### src/rtl/eBike_pkg.sv
// Shared constants and types for the eBike telemetry link.
// Parser and byte-receiver state encodings are exported for debug observation.
package eBike_pkg;

    localparam logic [7:0] TELEM_HDR0    = 8'hAA;
    localparam logic [7:0] TELEM_HDR1    = 8'h55;
    localparam int         TELEM_PKT_LEN = 8;

    typedef enum logic [2:0] {
        WAIT_AA,
        WAIT_55,
        B_H,
        B_L,
        C_H,
        C_L,
        T_H,
        T_L
    } parse_state_t;

    typedef enum logic [1:0] {
        RX_IDLE,
        RX_RECV,
        RX_WAIT_HI
    } rx_state_t;

    typedef struct packed {
        rx_state_t    rx;
        parse_state_t parse;
    } telem_dbg_t;

endpackage

### src/rtl/UART_rx.sv
// UART byte receiver: 2-flop synchronizer, falling-edge start detect, mid-bit sampling.
// rdy/frm_err are single-cycle pulses on the stop-bit sample; rx_data is valid with rdy.
module UART_rx
    import eBike_pkg::*;
#(
    parameter int BAUD_DIV = 2604
) (
    input  logic       clk,
    input  logic       rst_n,
    input  logic       RX,
    output logic [7:0] rx_data,
    output logic       rdy,
    output logic       frm_err,
    output rx_state_t  dbg_state
);

    localparam int CW = $clog2(BAUD_DIV + 1);
    localparam logic [CW-1:0] HALF_LOAD = CW'(BAUD_DIV / 2);
    localparam logic [CW-1:0] FULL_LOAD = CW'(BAUD_DIV);

    logic            r_rx_meta;
    logic            r_rx_sync;
    logic            r_rx_prev;
    rx_state_t       r_state;
    rx_state_t       w_next;
    logic [CW-1:0]   r_baud_cnt;
    logic [3:0]      r_bit_cnt;
    logic [7:0]      r_shift;
    logic            w_start;
    logic            w_tick;
    logic            w_rdy;
    logic            w_ferr;

    always_ff @(posedge clk or negedge rst_n) begin
        if (!rst_n) begin
            r_rx_meta <= 1'b1;
            r_rx_sync <= 1'b1;
            r_rx_prev <= 1'b1;
        end else begin
            r_rx_meta <= RX;
            r_rx_sync <= r_rx_meta;
            r_rx_prev <= r_rx_sync;
        end
    end

    assign w_start = (r_state == RX_IDLE) && r_rx_prev && !r_rx_sync;
    assign w_tick  = (r_state == RX_RECV) && (r_baud_cnt == CW'(1));

    always_ff @(posedge clk or negedge rst_n) begin
        if (!rst_n) r_state <= RX_IDLE;
        else        r_state <= w_next;
    end

    always_comb begin
        w_next = r_state;
        w_rdy  = 1'b0;
        w_ferr = 1'b0;
        case (r_state)
            RX_IDLE: if (w_start) w_next = RX_RECV;
            RX_RECV: begin
                if (w_tick) begin
                    // A high start sample means the falling edge was a glitch.
                    if (r_bit_cnt == 4'd0 && r_rx_sync) begin
                        w_next = RX_IDLE;
                    end else if (r_bit_cnt == 4'd9) begin
                        if (r_rx_sync) begin
                            w_rdy  = 1'b1;
                            w_next = RX_IDLE;
                        end else begin
                            w_ferr = 1'b1;
                            w_next = RX_WAIT_HI;
                        end
                    end
                end
            end
            RX_WAIT_HI: if (r_rx_sync) w_next = RX_IDLE;
            default: w_next = RX_IDLE;
        endcase
    end

    always_ff @(posedge clk or negedge rst_n) begin
        if (!rst_n) begin
            r_baud_cnt <= '0;
            r_bit_cnt  <= 4'd0;
            r_shift    <= 8'h00;
        end else if (w_start) begin
            r_baud_cnt <= HALF_LOAD;
            r_bit_cnt  <= 4'd0;
        end else if (r_state == RX_RECV) begin
            if (w_tick) begin
                r_baud_cnt <= FULL_LOAD;
                r_bit_cnt  <= r_bit_cnt + 4'd1;
                if (r_bit_cnt >= 4'd1 && r_bit_cnt <= 4'd8)
                    r_shift <= {r_rx_sync, r_shift[7:1]};
            end else begin
                r_baud_cnt <= r_baud_cnt - CW'(1);
            end
        end
    end

    assign rx_data   = r_shift;
    assign rdy       = w_rdy;
    assign frm_err   = w_ferr;
    assign dbg_state = r_state;

endmodule

### src/rtl/telemetry_rx.sv
// Telemetry packet receiver: parses AA 55 BH BL CH CL TH TL and publishes the
// three 12-bit values together with a one-cycle pkt_vld; framing/format/timeout -> pkt_err.
module telemetry_rx
    import eBike_pkg::*;
#(
    parameter int BAUD_DIV     = 2604,
    parameter int TIMEOUT_BITS = 20
) (
    input  logic        clk,
    input  logic        rst_n,
    input  logic        RX,
    output logic [11:0] batt_v,
    output logic [11:0] avg_curr,
    output logic [11:0] avg_torque,
    output logic        pkt_vld,
    output logic        pkt_err,
    output telem_dbg_t  dbg_state
);

    localparam int TO_LIMIT = TIMEOUT_BITS * BAUD_DIV;
    localparam int TW       = $clog2(TO_LIMIT + 1);

    logic [7:0]    w_byte;
    logic          w_rdy;
    logic          w_frm_err;
    rx_state_t     w_rx_state;
    parse_state_t  r_state;
    parse_state_t  w_next;
    logic          w_vld;
    logic          w_err;
    logic          w_timeout;
    logic [TW-1:0] r_to_cnt;
    logic [3:0]    r_bh;
    logic [7:0]    r_bl;
    logic [3:0]    r_ch;
    logic [7:0]    r_cl;
    logic [3:0]    r_th;
    logic [11:0]   r_batt_v;
    logic [11:0]   r_avg_curr;
    logic [11:0]   r_avg_torque;
    logic          r_pkt_vld;
    logic          r_pkt_err;

    UART_rx #(.BAUD_DIV(BAUD_DIV)) u_uart_rx (
        .clk       (clk),
        .rst_n     (rst_n),
        .RX        (RX),
        .rx_data   (w_byte),
        .rdy       (w_rdy),
        .frm_err   (w_frm_err),
        .dbg_state (w_rx_state)
    );

    // A byte arriving on the expiry cycle wins over the timeout.
    assign w_timeout = (r_state != WAIT_AA) && !w_rdy && (r_to_cnt >= TW'(TO_LIMIT));

    always_ff @(posedge clk or negedge rst_n) begin
        if (!rst_n)                      r_to_cnt <= '0;
        else if (w_rdy)                  r_to_cnt <= '0;
        else if (r_to_cnt != TW'(TO_LIMIT)) r_to_cnt <= r_to_cnt + TW'(1);
    end

    always_ff @(posedge clk or negedge rst_n) begin
        if (!rst_n) r_state <= WAIT_AA;
        else        r_state <= w_next;
    end

    always_comb begin
        w_next = r_state;
        w_vld  = 1'b0;
        w_err  = 1'b0;
        if (w_frm_err || w_timeout) begin
            w_next = WAIT_AA;
            w_err  = 1'b1;
        end else if (w_rdy) begin
            case (r_state)
                WAIT_AA: if (w_byte == TELEM_HDR0) w_next = WAIT_55;
                WAIT_55: begin
                    if (w_byte == TELEM_HDR1) begin
                        w_next = B_H;
                    end else if (w_byte != TELEM_HDR0) begin
                        w_next = WAIT_AA;
                        w_err  = 1'b1;
                    end
                end
                B_H, C_H, T_H: begin
                    if (w_byte[7:4] != 4'h0) begin
                        w_next = WAIT_AA;
                        w_err  = 1'b1;
                    end else begin
                        w_next = (r_state == B_H) ? B_L : (r_state == C_H) ? C_L : T_L;
                    end
                end
                B_L: w_next = C_H;
                C_L: w_next = T_H;
                T_L: begin
                    w_next = WAIT_AA;
                    w_vld  = 1'b1;
                end
                default: w_next = WAIT_AA;
            endcase
        end
    end

    always_ff @(posedge clk or negedge rst_n) begin
        if (!rst_n) begin
            r_bh         <= 4'h0;
            r_bl         <= 8'h00;
            r_ch         <= 4'h0;
            r_cl         <= 8'h00;
            r_th         <= 4'h0;
            r_batt_v     <= 12'h000;
            r_avg_curr   <= 12'h000;
            r_avg_torque <= 12'h000;
            r_pkt_vld    <= 1'b0;
            r_pkt_err    <= 1'b0;
        end else begin
            r_pkt_vld <= w_vld;
            r_pkt_err <= w_err;
            if (w_rdy && !w_err) begin
                case (r_state)
                    B_H:     r_bh <= w_byte[3:0];
                    B_L:     r_bl <= w_byte;
                    C_H:     r_ch <= w_byte[3:0];
                    C_L:     r_cl <= w_byte;
                    T_H:     r_th <= w_byte[3:0];
                    default: ;
                endcase
            end
            if (w_vld) begin
                r_batt_v     <= {r_bh, r_bl};
                r_avg_curr   <= {r_ch, r_cl};
                r_avg_torque <= {r_th, w_byte};
            end
        end
    end

    assign batt_v     = r_batt_v;
    assign avg_curr   = r_avg_curr;
    assign avg_torque = r_avg_torque;
    assign pkt_vld    = r_pkt_vld;
    assign pkt_err    = r_pkt_err;
    assign dbg_state  = {w_rx_state, r_state};

endmodule

### config.mk
export PLATFORM = sky130hd
export DESIGN_NAME = telemetry_rx
export DESIGN_NICKNAME = d
export VERILOG_FILES = /design/src/rtl/eBike_pkg.sv /design/src/rtl/UART_rx.sv /design/src/rtl/telemetry_rx.sv
export SDC_FILE = /design/constraint.sdc
export NUM_CORES = 1
export LEC_CHECK = 0
export ABC_AREA = 0
export CAP_MARGIN = 25
export CORE_MARGIN = 10
export CORE_UTILIZATION = 57
export CTS_CLUSTER_SIZE = 20
export DETAILED_ROUTE_END_ITERATION = 8
export PLACE_DENSITY_LB_ADDON = 0.25
export SLEW_MARGIN = 20
export SYNTH_ARGS = -nofsm -noshare
export SYNTH_HDL_FRONTEND = slang
export SYNTH_SLANG_ARGS = --single-unit
### constraint.sdc
create_clock -name clk -period 2.9 [get_ports clk]
set_input_delay 0.29 -clock clk [delete_from_list [all_inputs] [get_ports clk]]
set_output_delay 0.29 -clock clk [all_outputs]
set_load 0.1 [all_outputs]
==> flow_summary.ini, run 1 <==
[run_status]
status = completed

[sta]
hold_violations = 0
setup_ws_ns = 0.251
rsz0062_at_grt = no
post-route-period-util_pct = 91.3
tightest_slew_ns = 0.711
tns_ns = 0
skew_ns = 0.00876
slew_headroom_pct = 52.6
drv_slew = 0
whs_ns = 0.180
layout_min_cycle_time_ns = 2.65
setup_viol = 0
fmax_mhz = 378

[synthesis]
ys_seq_elements = 114
synth_fa_ha_area_share_pct = 1.75
synth_compound_area_share_pct = 5.05
seq_area_frac_synth_pct = 57.0
async_flop_share_pct = 100
synth_top_family_by_area = multiplexers
synth_xor_area_share_pct = 3.50
synth_cell_types = 51
synthSimpleGateAreaFrac_pct = 13.9
synth_area_per_cell_um2 = 12.5
synth_nets = 412
synth_edf_count = 0
syn_inst = 402
synth_area_um2 = 5010
synth_flop_cell = dfrtp_1
muxShareOfSynthArea_pct = 16.6
synth_warnings = 0

[cells_and_area]
fin_util_pct = 70.7
fillers = 619
drive_gt1_share_pct = 34.3
antennaDiodeCount = 0
multiInputGateArea_um2 = 2040
layout.nets = 472
regArea_um2 = 2860
syn_to_final_growth_pct = 21.9

[clock_network]
ctsResizeCount = 0
cts_setup_buffers = 0
root_buffer = clkbuf_8
cts_buffers = 17
cts_tree = done
clkTransAtPathRegs_ns = 0.06
postCtsHoldBufs = 1
cts-htree-levels = 4
worstSkewPairLatency_ns = 0.51
clockBufferDepth = 2
cts.sinks = 114

[setup_path]
critPathArrivalTime_ns = 3.04
crit_type = reg -> reg
worst_setup_path_end_kind = flop
critPathLaunchType = flop
required_ns = 3.29
crit_fanout = 24

[die]
die_y_um = 114
core.rowCount = 34
die_w_um = 114
initial_core_util_pct = 58.0
core_area_um2 = 8640
boundaryPins = 46
design.die.area_um2 = 12900

[power]
power_uw = 4350
vdd_drop_max_uv = 467
power.leakage_uw = 0.00301
power.density_nw_per_um2 = 713

[drt]
drtPass1Iterations = 4
num_vias = 3359
ant_nets = 0
drt_iter0_drc = 194
avgRoutedWirePerCell_um = 18.0
wirelength_mm = 10.5
viasPerCell = 5.76
route.detailed.drc = 0

[worst_hold_path]
hold_class = in -> reg

[global_routing]
antenna_found_initial = 0
grt_max_degree = 60
grt_pass1_vias = 3563
track_usage_pct = 17.0
grt_pass1_wl_mm = 17.7
grt_overflow_total = 0

[place]
routabilityCongestion = 0.855
dp_hpwl_mm = 6.90
pre_cts_ws_ns = 0.291
portBuffers = 45

[job]
maxCapViolCount = 0
sequential cells by signal, summed over array words and instances (netlist names):
signal	count
avg_curr	12
avg_torque	12
batt_v	12
pkt_err	1
pkt_vld	1
r_bh	4
r_bl	8
r_ch	4
r_cl	8
r_state	3
r_th	4
r_to_cnt	16
u_uart_rx.dbg_state	2
u_uart_rx.r_baud_cnt	12
u_uart_rx.r_bit_cnt	4
u_uart_rx.r_rx_meta	1
u_uart_rx.r_rx_prev	1
u_uart_rx.r_rx_sync	1
u_uart_rx.rx_data	8
stage by stage:
step | std cells | cell area (um2)
after floorplan | 402 | 5010
after global placement | 550 | 5480
after detailed placement | 550 | 5480
after CTS | 583 | 6100
after global routing | 583 | 6100
final | 583 | 6100
cells by family after synthesis:
kind of cell | after synthesis
simple gates | 128
flops | 114
mux | 74
compound gates | 37
buf+inv | 22
xor+xnor | 20
fa+ha+maj | 7
worst paths after layout:
kind / from / end / slack (ns) / depth (start not counted)
min reg2reg: u_uart_rx.r_rx_meta / u_uart_rx.r_rx_sync / 0.37 / 0
max in group asynchronous: rst_n / u_uart_rx.r_rx_prev / 1.71 / 3
max reg2reg: u_uart_rx.r_baud_cnt[9] / avg_torque[8] / 0.25 / 6
max: u_uart_rx.r_baud_cnt[9] / avg_torque[8] / 0.25 / 6
min: RX / u_uart_rx.r_rx_meta / 0.18 / 1
min in group asynchronous: rst_n / r_to_cnt[0] / 0.38 / 2
layout make-up:
type / count / area share, %
Clock buffer: 22 / 7.42
Clock inverter: 10 / 2.62
Inverter: 9 / 0.553
Multi-Input combinational cell: 266 / 33.5
Sequential cell: 114 / 46.8
Tap cell: 108 / 2.21
Timing Repair Buffer: 54 / 6.93
worst max-delay path: stages, from the launching register on:
cell	delay, ns
dfrtp_1	0.42
nor4b_2	0.50
nand3_1	0.30
nor4_4	0.42
nand3_4	0.25
buf_4	0.31
mux2_2	0.31
where the power goes:
group	switching [uW]	internal, uW
Combinational	229	180
Sequential	112	1690
Clock	710	1440
Total	1050	3300
layout by cell type, fill, tap and decap left out, drive strengths merged, types with 5 or more instances in the layout:
master	synthesis	layout
a21oi	10	10
buf	6	52
clkbuf	7	22
dfrtp	111	111
ha	7	7
inv	9	9
mux2	73	73
nand2	24	24
nand2b	5	5
nand3	11	11
nand4	8	8
nor2	34	34
nor2b	6	6
nor3	12	12
o21ai	6	6
xnor2	8	8
xor2	12	12
cell usage after synthesis (2+ instances only):
library cell	instances	share of area, %
dfrtp_1	111	55
mux2_2	71	16
nor2_1	34	2.5
nand2_1	24	1.8
nor3_1	12	1.2
xor2_1	12	2.1
a21oi_1	10	1.0
nand3_1	10	1.0
inv_1	9	0.67
nand4_1	8	1.0
xnor2_1	8	1.4
clkbuf_1	7	0.52
ha_1	7	1.7
nor2b_1	6	0.75
o21ai_0	6	0.60
nand2b_1	5	0.62
and3_1	4	0.50
buf_2	3	0.30
buf_6	3	0.67
dfstp_2	3	1.6
nor4_1	3	0.37
o311ai_0	3	0.52
o31ai_1	3	0.45
or2_2	3	0.37
a211oi_1	2	0.30
a311oi_1	2	0.35
a31oi_1	2	0.25
and4_1	2	0.35
mux2_1	2	0.45
nand3b_1	2	0.30
nor4b_1	2	0.35
o32ai_1	2	0.35
or3_1	2	0.25
or4_1	2	0.30
per-layer routing:
metal  wire [um]  global-route usage, %
met5           0                      0
met4         130                   6.77
met3         465                   5.77
met2        5300                   27.6
met1        4580                   20.4
(Power assumes the default switching activity.)
==> run 2, diff against run 1 <==
- TNS_END_PERCENT: unset -> 30
==> results of run 2 <==
Same layout as run 1: the final DEF is identical, and so are final timing and power.
